### src/rtl/fir_pkg.sv
`default_nettype none
//==========================================================================
// fir_pkg : shared state encoding and width helper for the FIR sequencer
// Rev 1.0
//==========================================================================
package fir_pkg;

   typedef enum logic [2:0] {
      IDLE    = 3'd0,
      WRITE   = 3'd1,
      MAC     = 3'd2,
      DRAIN   = 3'd3,
      DATAOUT = 3'd4
   } state_t;

   function automatic int clog2(input int value);
      int r;
      r = 0;
      while ((1 << r) < value) r++;
      return r;
   endfunction

endpackage
`default_nettype wire

### src/rtl/fir_addr_gen.sv
`default_nettype none
//==========================================================================
// fir_addr_gen : write pointer, tap counter and delay-line/coef addressing
// Rev 1.0
//==========================================================================
module fir_addr_gen
   import fir_pkg::*;
#(
   parameter  int NTAPS  = 16,
   parameter  int NCH    = 2,
   localparam int TAP_W  = clog2(NTAPS),
   localparam int CH_W   = (clog2(NCH) > 1) ? clog2(NCH) : 1,
   localparam int ADDR_W = clog2(NCH * NTAPS)
) (
   input  logic              clk,
   input  logic              reset,
   input  logic [CH_W-1:0]   ch,
   input  logic              start,
   input  logic              step,
   input  logic              advance,
   output logic [TAP_W-1:0]  coef_addr,
   output logic [ADDR_W-1:0] data_addr,
   output logic              last
);

   localparam logic [TAP_W-1:0] c_last_tap = TAP_W'(NTAPS - 1);

   logic [TAP_W-1:0]  r_wptr;
   logic [TAP_W-1:0]  r_k;
   logic [TAP_W-1:0]  w_off;
   logic [ADDR_W-1:0] w_base;
   logic [ADDR_W-1:0] w_wr_addr;
   logic [ADDR_W-1:0] w_tap_addr;

   // Offset wraps inside the channel segment so it never carries into the next one.
   always_comb begin
      w_base     = ADDR_W'(int'(ch) * NTAPS);
      w_off      = (r_wptr >= r_k) ? (r_wptr - r_k)
                                   : TAP_W'(int'(r_wptr) + NTAPS - int'(r_k));
      w_wr_addr  = w_base + ADDR_W'(r_wptr);
      w_tap_addr = w_base + ADDR_W'(w_off);
   end

   always_ff @(posedge clk or negedge reset) begin
      if (!reset) begin
         r_wptr    <= '0;
         r_k       <= '0;
         coef_addr <= '0;
         data_addr <= '0;
      end else begin
         if (start) begin
            data_addr <= w_wr_addr;
            r_k       <= '0;
         end else if (step) begin
            coef_addr <= r_k;
            data_addr <= w_tap_addr;
            r_k       <= (r_k == c_last_tap) ? '0 : r_k + 1'b1;
         end
         if (advance)
            r_wptr <= (r_wptr == c_last_tap) ? '0 : r_wptr + 1'b1;
      end
   end

   assign last = (coef_addr == c_last_tap);

endmodule
`default_nettype wire

### src/rtl/fir_sequencer.sv
`default_nettype none
//==========================================================================
// fir_sequencer : multi-channel control sequencer for a time-multiplexed MAC FIR
// Rev 1.0
//==========================================================================
module fir_sequencer
   import fir_pkg::*;
#(
   parameter  int NTAPS   = 16,
   parameter  int NCH     = 2,
   parameter  int MAC_LAT = 2,
   localparam int TAP_W   = clog2(NTAPS),
   localparam int CH_W    = (clog2(NCH) > 1) ? clog2(NCH) : 1,
   localparam int ADDR_W  = clog2(NCH * NTAPS)
) (
   input  logic              clk,
   input  logic              reset,
   input  logic              sample,
   output logic              busy,
   output logic [CH_W-1:0]   ch,
   output logic              wr_en,
   output logic              clr,
   output logic              mac_en,
   output logic [TAP_W-1:0]  coef_addr,
   output logic [ADDR_W-1:0] data_addr,
   output logic              oe,
   output logic              overrun
);

   localparam int              LAT_W      = (clog2(MAC_LAT + 1) > 1) ? clog2(MAC_LAT + 1) : 1;
   localparam logic [CH_W-1:0]  c_last_ch  = CH_W'(NCH - 1);
   localparam logic [LAT_W-1:0] c_lat_end  = LAT_W'((MAC_LAT > 0) ? MAC_LAT - 1 : 0);

   state_t            r_state;
   logic [CH_W-1:0]   r_ch;
   logic [LAT_W-1:0]  r_lat;
   logic              w_last;
   logic              w_start;
   logic              w_step;
   logic              w_advance;
   logic [CH_W-1:0]   w_ch_sel;

   // Address generator loads on the edge entering each state, so it sees the next channel.
   always_comb begin
      w_start   = ((r_state == IDLE) && sample) ||
                  ((r_state == DATAOUT) && (r_ch != c_last_ch));
      w_step    = (r_state == WRITE) || ((r_state == MAC) && !w_last);
      w_advance = (r_state == DATAOUT) && (r_ch == c_last_ch);
      w_ch_sel  = r_ch;
      if (r_state == DATAOUT)
         w_ch_sel = r_ch + 1'b1;
      else if (r_state == IDLE)
         w_ch_sel = '0;
   end

   always_ff @(posedge clk or negedge reset) begin
      if (!reset) begin
         r_state <= IDLE;
         r_ch    <= '0;
         r_lat   <= '0;
      end else begin
         case (r_state)
            IDLE: begin
               if (sample) begin
                  r_state <= WRITE;
                  r_ch    <= '0;
               end
            end
            WRITE:   r_state <= MAC;
            MAC: begin
               if (w_last) begin
                  r_lat   <= '0;
                  r_state <= (MAC_LAT > 0) ? DRAIN : DATAOUT;
               end
            end
            DRAIN: begin
               if (r_lat == c_lat_end)
                  r_state <= DATAOUT;
               else
                  r_lat <= r_lat + 1'b1;
            end
            DATAOUT: begin
               if (r_ch != c_last_ch) begin
                  r_ch    <= r_ch + 1'b1;
                  r_state <= WRITE;
               end else begin
                  r_ch    <= '0;
                  r_state <= IDLE;
               end
            end
            default: r_state <= IDLE;
         endcase
      end
   end

   fir_addr_gen #(
      .NTAPS (NTAPS),
      .NCH   (NCH)
   ) u_addr_gen (
      .clk       (clk),
      .reset     (reset),
      .ch        (w_ch_sel),
      .start     (w_start),
      .step      (w_step),
      .advance   (w_advance),
      .coef_addr (coef_addr),
      .data_addr (data_addr),
      .last      (w_last)
   );

   assign busy    = (r_state != IDLE);
   assign ch      = r_ch;
   assign wr_en   = (r_state == WRITE);
   assign clr     = (r_state == WRITE);
   assign mac_en  = (r_state == MAC);
   assign oe      = (r_state == DATAOUT);
   assign overrun = sample & busy;

endmodule
`default_nettype wire

### config.mk
export PLATFORM = sky130hd
export DESIGN_NAME = fir_sequencer
export DESIGN_NICKNAME = d
export VERILOG_FILES = /design/src/rtl/fir_pkg.sv /design/src/rtl/fir_addr_gen.sv /design/src/rtl/fir_sequencer.sv
export SDC_FILE = /design/constraint.sdc
export NUM_CORES = 1
export LEC_CHECK = 0
export ABC_AREA = 1
export CORE_MARGIN = 4
export CORE_UTILIZATION = 25
export CTS_CLUSTER_SIZE = 28
export DETAILED_ROUTE_END_ITERATION = 10
export HOLD_SLACK_MARGIN = 0.02
export PLACE_DENSITY = 0.49
export RECOVER_POWER = 25
export SLEW_MARGIN = 20
export SYNTH_ARGS = -nofsm -noshare
export SYNTH_HDL_FRONTEND = slang
export SYNTH_SLANG_ARGS = --single-unit
### constraint.sdc
create_clock -name clk -period 2 [get_ports clk]
set_input_delay 0.4 -clock clk [delete_from_list [all_inputs] [get_ports clk]]
set_output_delay 0.4 -clock clk [all_outputs]
set_load 0.02 [all_outputs]
## Yosys cells after proc, flatten, opt, wreduce, memory -nomap -nowiden

Index checks and enable logic that the tools add are counted.
Widths: inputs -> output; s select.

| word-level totals | value |
|---|---|
| flip-flop bits (word level) | 23 |
| bits of input ports | 3 |
| output and inout bits | 16 |
| logic and storage cells | 68 |

| operators by class | value |
|---|---|
| add/subtract/negate cells | 9 |
| $lt $le $gt $ge | 1 |
| eq/ne operators | 12 |
| multiplexer cells | 20 |
| bitwise operators | 3 |
| reduce and logical (&&, ||, !) cells | 16 |

Operators by type and width:

| cell | count |
|---|---|
| $mux 4 | 5 |
| $pmux 3 s5 | 1 |
| $add 4x1->4 const B | 3 |
| $eq 4x4->1 const B | 3 |
| $add 5x4->5 | 2 |
| $mux 5 | 2 |
| $mux 3 | 3 |
| $sub 4x4->4 | 2 |
| $eq 3x2->1 const B | 2 |
| $ne 2x2->1 const B | 3 |
| $reduce_and 3->1 | 2 |
| $reduce_bool 2->1 | 3 |
| $mux 1 | 5 |
| $ge 4x4->1 | 1 |
| $logic_and 1x1->1 | 4 |
| $mux 2 | 2 |
| $pmux 2 s2 | 1 |
| $reduce_and 2->1 | 2 |
| $eq 3x1->1 const B | 1 |
| $eq 3x3->1 const B | 1 |
| $logic_not 3->1 | 1 |
| $reduce_bool 3->1 | 1 |
| $add 2x1->2 const B | 1 |
| $eq 2x1->1 const B | 1 |
| 7 further kinds | 9 |

## Logic depth before layout (Yosys ltp)

Gate-level depths: netlist of the first run.

| depth | value |
|---|---|
| depth after elaboration | 6 |
| depth in mapped cells | 8 |
| gate-level depth less buffers | 8 |

## Hierarchy

Synthesis of the first run repeated with hierarchy kept, for this count alone.

| second synthesis, totals | value |
|---|---|
| cells, all modules | 164 |
| area total of the unflattened synthesis | 1,310.0 um2 |

Modules (own cells, without submodules):

| module | times used | cells each | area each (um2) |
|---|---|---|---|
| fir_addr_gen | 1 | 102 | 893.4 |
| fir_sequencer | 1 | 62 | 416.6 |

## Least setup slack after synthesis of the first run

Ideal clock, no wire load.

| path | value |
|---|---|
| path type | flip-flop to output port |
| from | reg r_state[2] |
| to | out wr_en |
| arrival | 1,065 ps |
| data required time | 1,600 ps |
| slack | 535 ps |
| cell stages (with the launch flop) | 3 |
| path buffers | 1 |
| cells stage by stage | dfrtp_1 nor3_4 buf_4 |

| between the ends | value |
|---|---|
| word-level cells in the longest chain between the ends | 1 |

RTL lines:

| what | RTL line | text |
|---|---|---|
| start, declared | fir_sequencer.sv:34 | `state_t r_state;` |
| start signal, assigned | fir_sequencer.sv:73 | `r_state <= (MAC_LAT > 0) ? DRAIN : DATAOUT;` |
| $eq 3x1->1 | -- |  |
| end, declared | fir_sequencer.sv:21 | `output logic wr_en,` |

Every way passes these cells.

## Worst setup path in the final report of the first run

| path | value |
|---|---|
| from | reg r_state[1] |
| to | out busy |

| between the ends | value |
|---|---|
| word-level cells in the longest chain between the ends | 1 |

RTL lines:

| what | RTL line | text |
|---|---|---|
| $reduce_bool 3->1 | fir_sequencer.sv:111 | `assign busy = (r_state != IDLE);` |
| end, declared | fir_sequencer.sv:19 | `output logic busy,` |

Every way passes these cells.

==> qor.csv, run 1 <==
metric,value,unit
Final Hold Fails,0,
crit path kind,reg -> out,
TritonRoute pass-1 iters,4,
clock skew,0.7880,ps
CP required,1600,ps
Via Count,1102,
leading area contributor after synthesis,dfrtp_1,
"Cell Count, Final, Fillers Out",262,
R2R cell count,8,
cell leakage power,0.8257,nW
Post-Syn Instances,166,
share of cells above drive strength 1,13.02,%
dpl ws,-9.979,ps
crit path DAT,1450,ps
count of final setup violators,0,
DR vias/cell,4.206,
power per standard cell area,1508,mW/mm^2
post-detail-place hpwl,2158,um
Die W,80.70,um
Yosys top cell area share,43.56,%
Mapped Nets,176,
final worst slack,149.0,ps
die height,80.70,um
Initial Util,25.87,%
met3 wire length,147,um
Max Slew Vio Count,0,
Crit Path Max Fanout,5,
clock latency on the worst-skew pair,260,ps
most frequent cells in the layout,"nand2_1, dfrtp_1, inv_1, nand3_1, clkdlybuf4s50_1",
top sig layer,met4,
Synth Register Bits,23,
CTS tree,done,
"Setup Fix Bufs, Post-CTS",0,
FP Rows,26,
Port Buffer Count,18,
n_diodes,0,
Worst Setup Start Kind,flip-flop,
Slew HR,16.16,%
Clock Tree Root,clkbuf_8,
area growth from synthesis to layout,25.19,%
placed insts,258,
status,"complete, no violations",
gr ovfl total,0,
GRT Total Usage,9.803,%
Final min period,1851,ps
io pins,19,
Final Wtd Congestion,0.7417,
Peak supply drop,433.8,uV
syn_area_per_cell,7.959,sq um
CP Capture Type,output port,
DR WL met2,1257,um
global-route wire length before repair,5057,um
"most common cell after layout, fill and taps aside",nand2_1,
Tcrit/Tclk final,92.55,%
CTS Sinks,23,
antenna violations before repair,0,
fill count,573,
design area,0.001654,sq mm
hold path depth,2,
Ys Warns,0,
nets,203,
DRT Wirelength,2758,um
sequential-to-total area share from yosys stat,43.56,%
Die Area,0.006512,sq mm
Max Cap Viol,0,
WL met1,1341,um
drt drc,0,
drt initial violations,52,
cts bufs inserted,3,
Yosys cell types,23,
hold slack,487.6,ps
flop-to-flop setup slack,480,ps
HP Class,reg -> reg,
DRT antenna net count,0,
per-cell routed wire length,10.53,um
vias in the first global route,1135,
mapped cell area,0.001321,sq mm
placed instance area,0.001619,sq mm
total power,0.002495,W
Core ar.,0.005107,sq mm
RSZ-0062 raised after global routing,false,
H-tree depth,1,
Slew @ Worst Pin,1258,ps
pin count of the biggest net entering global routing,24,
worst-case clock buffer depth,2,
Synth area leaders,"dfrtp_1, nand2_1, ha_1",
maximum clock frequency,540.2,MHz
"Reg clk slew, reported paths",80,ps
[area by class of cell]
cell class	instances	area [sq um]	share of cell area [%]
Inverter	24	90.09	5.446
Multi-Input combinational cell	118	648.1	39.18
Timing Repair Buffer	23	206.4	12.48
Tap cell	70	87.58	5.295
Clock inverter	1	5.005	0.3026
Clock buffer	3	41.29	2.496
Sequential cell	23	575.6	34.80
[through the flow]
step	setup TNS, ps	util (%)
final	0	32.39
after global routing	0	32.39
after CTS	0	32.46
after detailed placement	-9.979	31.70
after global placement	-7.988	31.70
after floorplan	0	-
[state kept, by name, summed over array words and instances, names as in the netlist]
register	cells
u_addr_gen.data_addr	5
u_addr_gen.coef_addr	4
u_addr_gen.r_k	4
u_addr_gen.r_wptr	4
r_state	3
r_lat	2
ch	1
[path summary, 6_finish.rpt]
check                                             start                       to
worst max-delay path                         r_state[1]                     busy
worst min-delay path            u_addr_gen.data_addr[4]  u_addr_gen.data_addr[4]
worst max register to register     u_addr_gen.r_wptr[0]  u_addr_gen.data_addr[2]
worst min register to register  u_addr_gen.data_addr[4]  u_addr_gen.data_addr[4]
max in group asynchronous                         reset                 r_lat[1]
min in group asynchronous                         reset  u_addr_gen.coef_addr[3]
[cells by family after synthesis]
family,share of synthesized area (%)
compound gates,6.439
buf+inv,7.387
xor+xnor,2.652
fa+ha+maj,7.197
flops,43.56
simple gates,32.76
[worst max-delay path, cell delays in order (launching register included)]
cell           delay (ps)
dfrtp_1               460
nor2_2                160
inv_2                  50
nor2_1                130
inv_1                  60
dlygate4sd2_1         320
[repair_timing]
item                                    4_1_cts  5_1_grt
resized for setup                             6        0
hold buffers                                  0        0
endpoints found under the setup margin        6        0
[cell usage after synthesis, drive strengths merged]
cell and number:
buf 1, a21oi 5, xor2 2, nor3 2, xnor2 2, dfrtp 23, fa 1, ha 6
o21ai 12, nor2 12, nand3b 2, nand2 58, nand3 15, nand4 1, inv 24
[per-layer routing]
metal	up-vias	GRT usage, %
met5	-	0
met4	0	1.182
met3	2	3.924
met2	16	16.80
met1	507	11.91
li1	577	-
[power breakdown]
group | total (W) | internal [W] | switching, W
Combinational | 0.00142 | 0.000561 | 0.000854
Sequential | 0.000792 | 0.000634 | 0.000158
Clock | 0.000288 | 0.000139 | 0.000149
Total | 0.00249 | 0.00133 | 0.00116
Note: power is estimated with default switching activity, not from simulation.
==> inputs of run 2 (changes only) <==
CORE_UTILIZATION = 53   (was 25)
PLACE_DENSITY = 0.84   (was 0.49)
==> qor.csv, run 2 (same netlist as run 1, synthesis figures left out) <==
metric,value,unit
status,"complete, no violations",
per-cell routed wire length,12.40,um
hold_sp,u_addr_gen.data_addr[2],
hold path endpoint,u_addr_gen.data_addr[2],
max incr delay on CP,480,ps
Crit Path Max Fanout,6,
Crit path buffers/inverters,2,
global-route wire length before repair,4650,um
clock skew,1.443,ps
RSZ-0062 raised after global routing,false,
Peak supply drop,931.0,uV
Final Hold Fails,0,
worst reg2reg startpoint,u_addr_gen.r_wptr[0],
crit-path leading delay family,flip-flops,
hold slack,492.3,ps
setup TNS,0,ps
clock latency on the worst-skew pair,300,ps
post-detail-place hpwl,2088,um
GRT Total Usage,17.70,%
worst-path cell chain,inv_2 > nand2_1 > nor2_2 > clkdlybuf4s15_1,
Final min period,1886,ps
Slew @ Worst Pin,1210,ps
H-tree depth,1,
worst-case clock buffer depth,2,
area growth from synthesis to layout,19.98,%
gr ovfl total,0,
antenna violations before repair,0,
"Reg clk slew, reported paths",120,ps
crit path kind,reg -> out,
R2R cell count,8,
DR vias/cell,5.286,
DRT antenna net count,0,
Via Count,1163,
CTS Sinks,23,
io pins,19,
cell leakage power,0.8129,nW
max reg flops,5,
total power,0.002465,W
drt drc,0,
maximum clock frequency,530.1,MHz
Clock Tree Root,clkbuf_4,
nets,203,
drt initial violations,42,
CP Capture Type,output port,
count of final setup violators,0,
Layout Utilization,69.01,%
hold path depth,2,
CP required,1600,ps
Die W,57.93,um
Core ar.,0.002297,sq mm
Reg with most FFs,u_addr_gen.data_addr,
TritonRoute pass-1 iters,4,
"most common cell after layout, fill and taps aside",nand2_1,
share of cells above drive strength 1,13.02,%
Die Area,0.003356,sq mm
vias in the first global route,1077,
CTS tree,done,
Max Cap Viol,0,
pin count of the biggest net entering global routing,24,
crit path DAT,1490,ps
DRT Wirelength,2729,um
Worst Setup Start Kind,flip-flop,
master of the slowest instance on the critical path,dfrtp_1,
Slew HR,19.34,%
Final Wtd Congestion,0.8558,
HP Class,reg -> reg,
reg2reg end,u_addr_gen.data_addr[2],
flop-to-flop setup slack,370,ps
Max Slew Vio Count,0,
die height,57.93,um
Initial Util,57.52,%
cts bufs inserted,3,
Tcrit/Tclk final,94.31,%
n_diodes,0,
Port Buffer Count,18,
most frequent cells in the layout,"nand2_1, dfrtp_1, inv_1, nand3_1",
FP Rows,17,
power per standard cell area,1555,mW/mm^2
run 2: cell types whose count changed in the layout (fill, tap and decap cells not counted):
cell	before	now
dfrtp_2	0	1
clkbuf_1	1	2
dlygate4sd3_1	0	1
clkdlybuf4s50_1	12	11
clkbuf_8	3	0
clkdlybuf4s15_1	0	2
dfrtp_1	23	22
clkbuf_4	0	3
dlygate4sd2_1	6	4
clkinv_2	1	0
run 2: area by class of cell:
type                    count  area [sq um]
well taps                  28         35.03
flip-flops and latches     23         576.8
clock buffers               4         26.28
inverters                  24         90.09
repair buffers             23         209.0
fillers                   188         711.9
multi-input cells         118         648.1
run 2: worst max path at each step:
stage | from | endpoint | slack, ps | cells after the start
global route | r_state[2] | mac_en | 10 | 4
floorplan | r_state[2] | wr_en | 530 | 2
finish | r_state[2] | mac_en | 110 | 4
global placement | sample | overrun | -50 | 4
CTS | r_state[1] | busy | 50 | 5
detailed placement | sample | overrun | -40 | 4
run 2: what timing repair did:
action,CTS,global route
setup buffers,0,0
setup endpoints to repair,6,2
hold buffers,0,0
resized for setup,6,3
run 2: worst register-to-register path: stages, from the launching register on:
cell and delay, ps:
dfrtp_1 420, inv_1 100, ha_1 210, fa_1 380, xnor2_1 200, nand3_1 90, nand2_1 80, nand2_1 50
nand2_1 50
run 2: report_power, final:
part           switching [W]  internal (W)
Combinational       0.000880      0.000574
Clock               0.000133     0.0000778
Sequential          0.000164      0.000635
run 2: through the flow:
| stage | cells | setup slack, ps | instance area [sq um] |
|---|---|---|---|
| after floorplan | 166 | 534.8 | 1321 |
| after detailed placement | 216 | -37.18 | 1567 |
| final | 220 | 113.7 | 1585 |
| after CTS | 220 | 53.72 | 1585 |
| after global routing | 220 | 11.40 | 1585 |
| after global placement | 216 | -45.39 | 1567 |
run 2: routing by layer:
layer / vias to the layer above / GRT usage [%] / wire (um)
met5: - / 0 / 0
met3: 9 / 2.895 / 102
met1: 549 / 21.78 / 1226
li1: 575 / - / -
met4: 0 / 6.623 / 65
met2: 30 / 30.97 / 1334
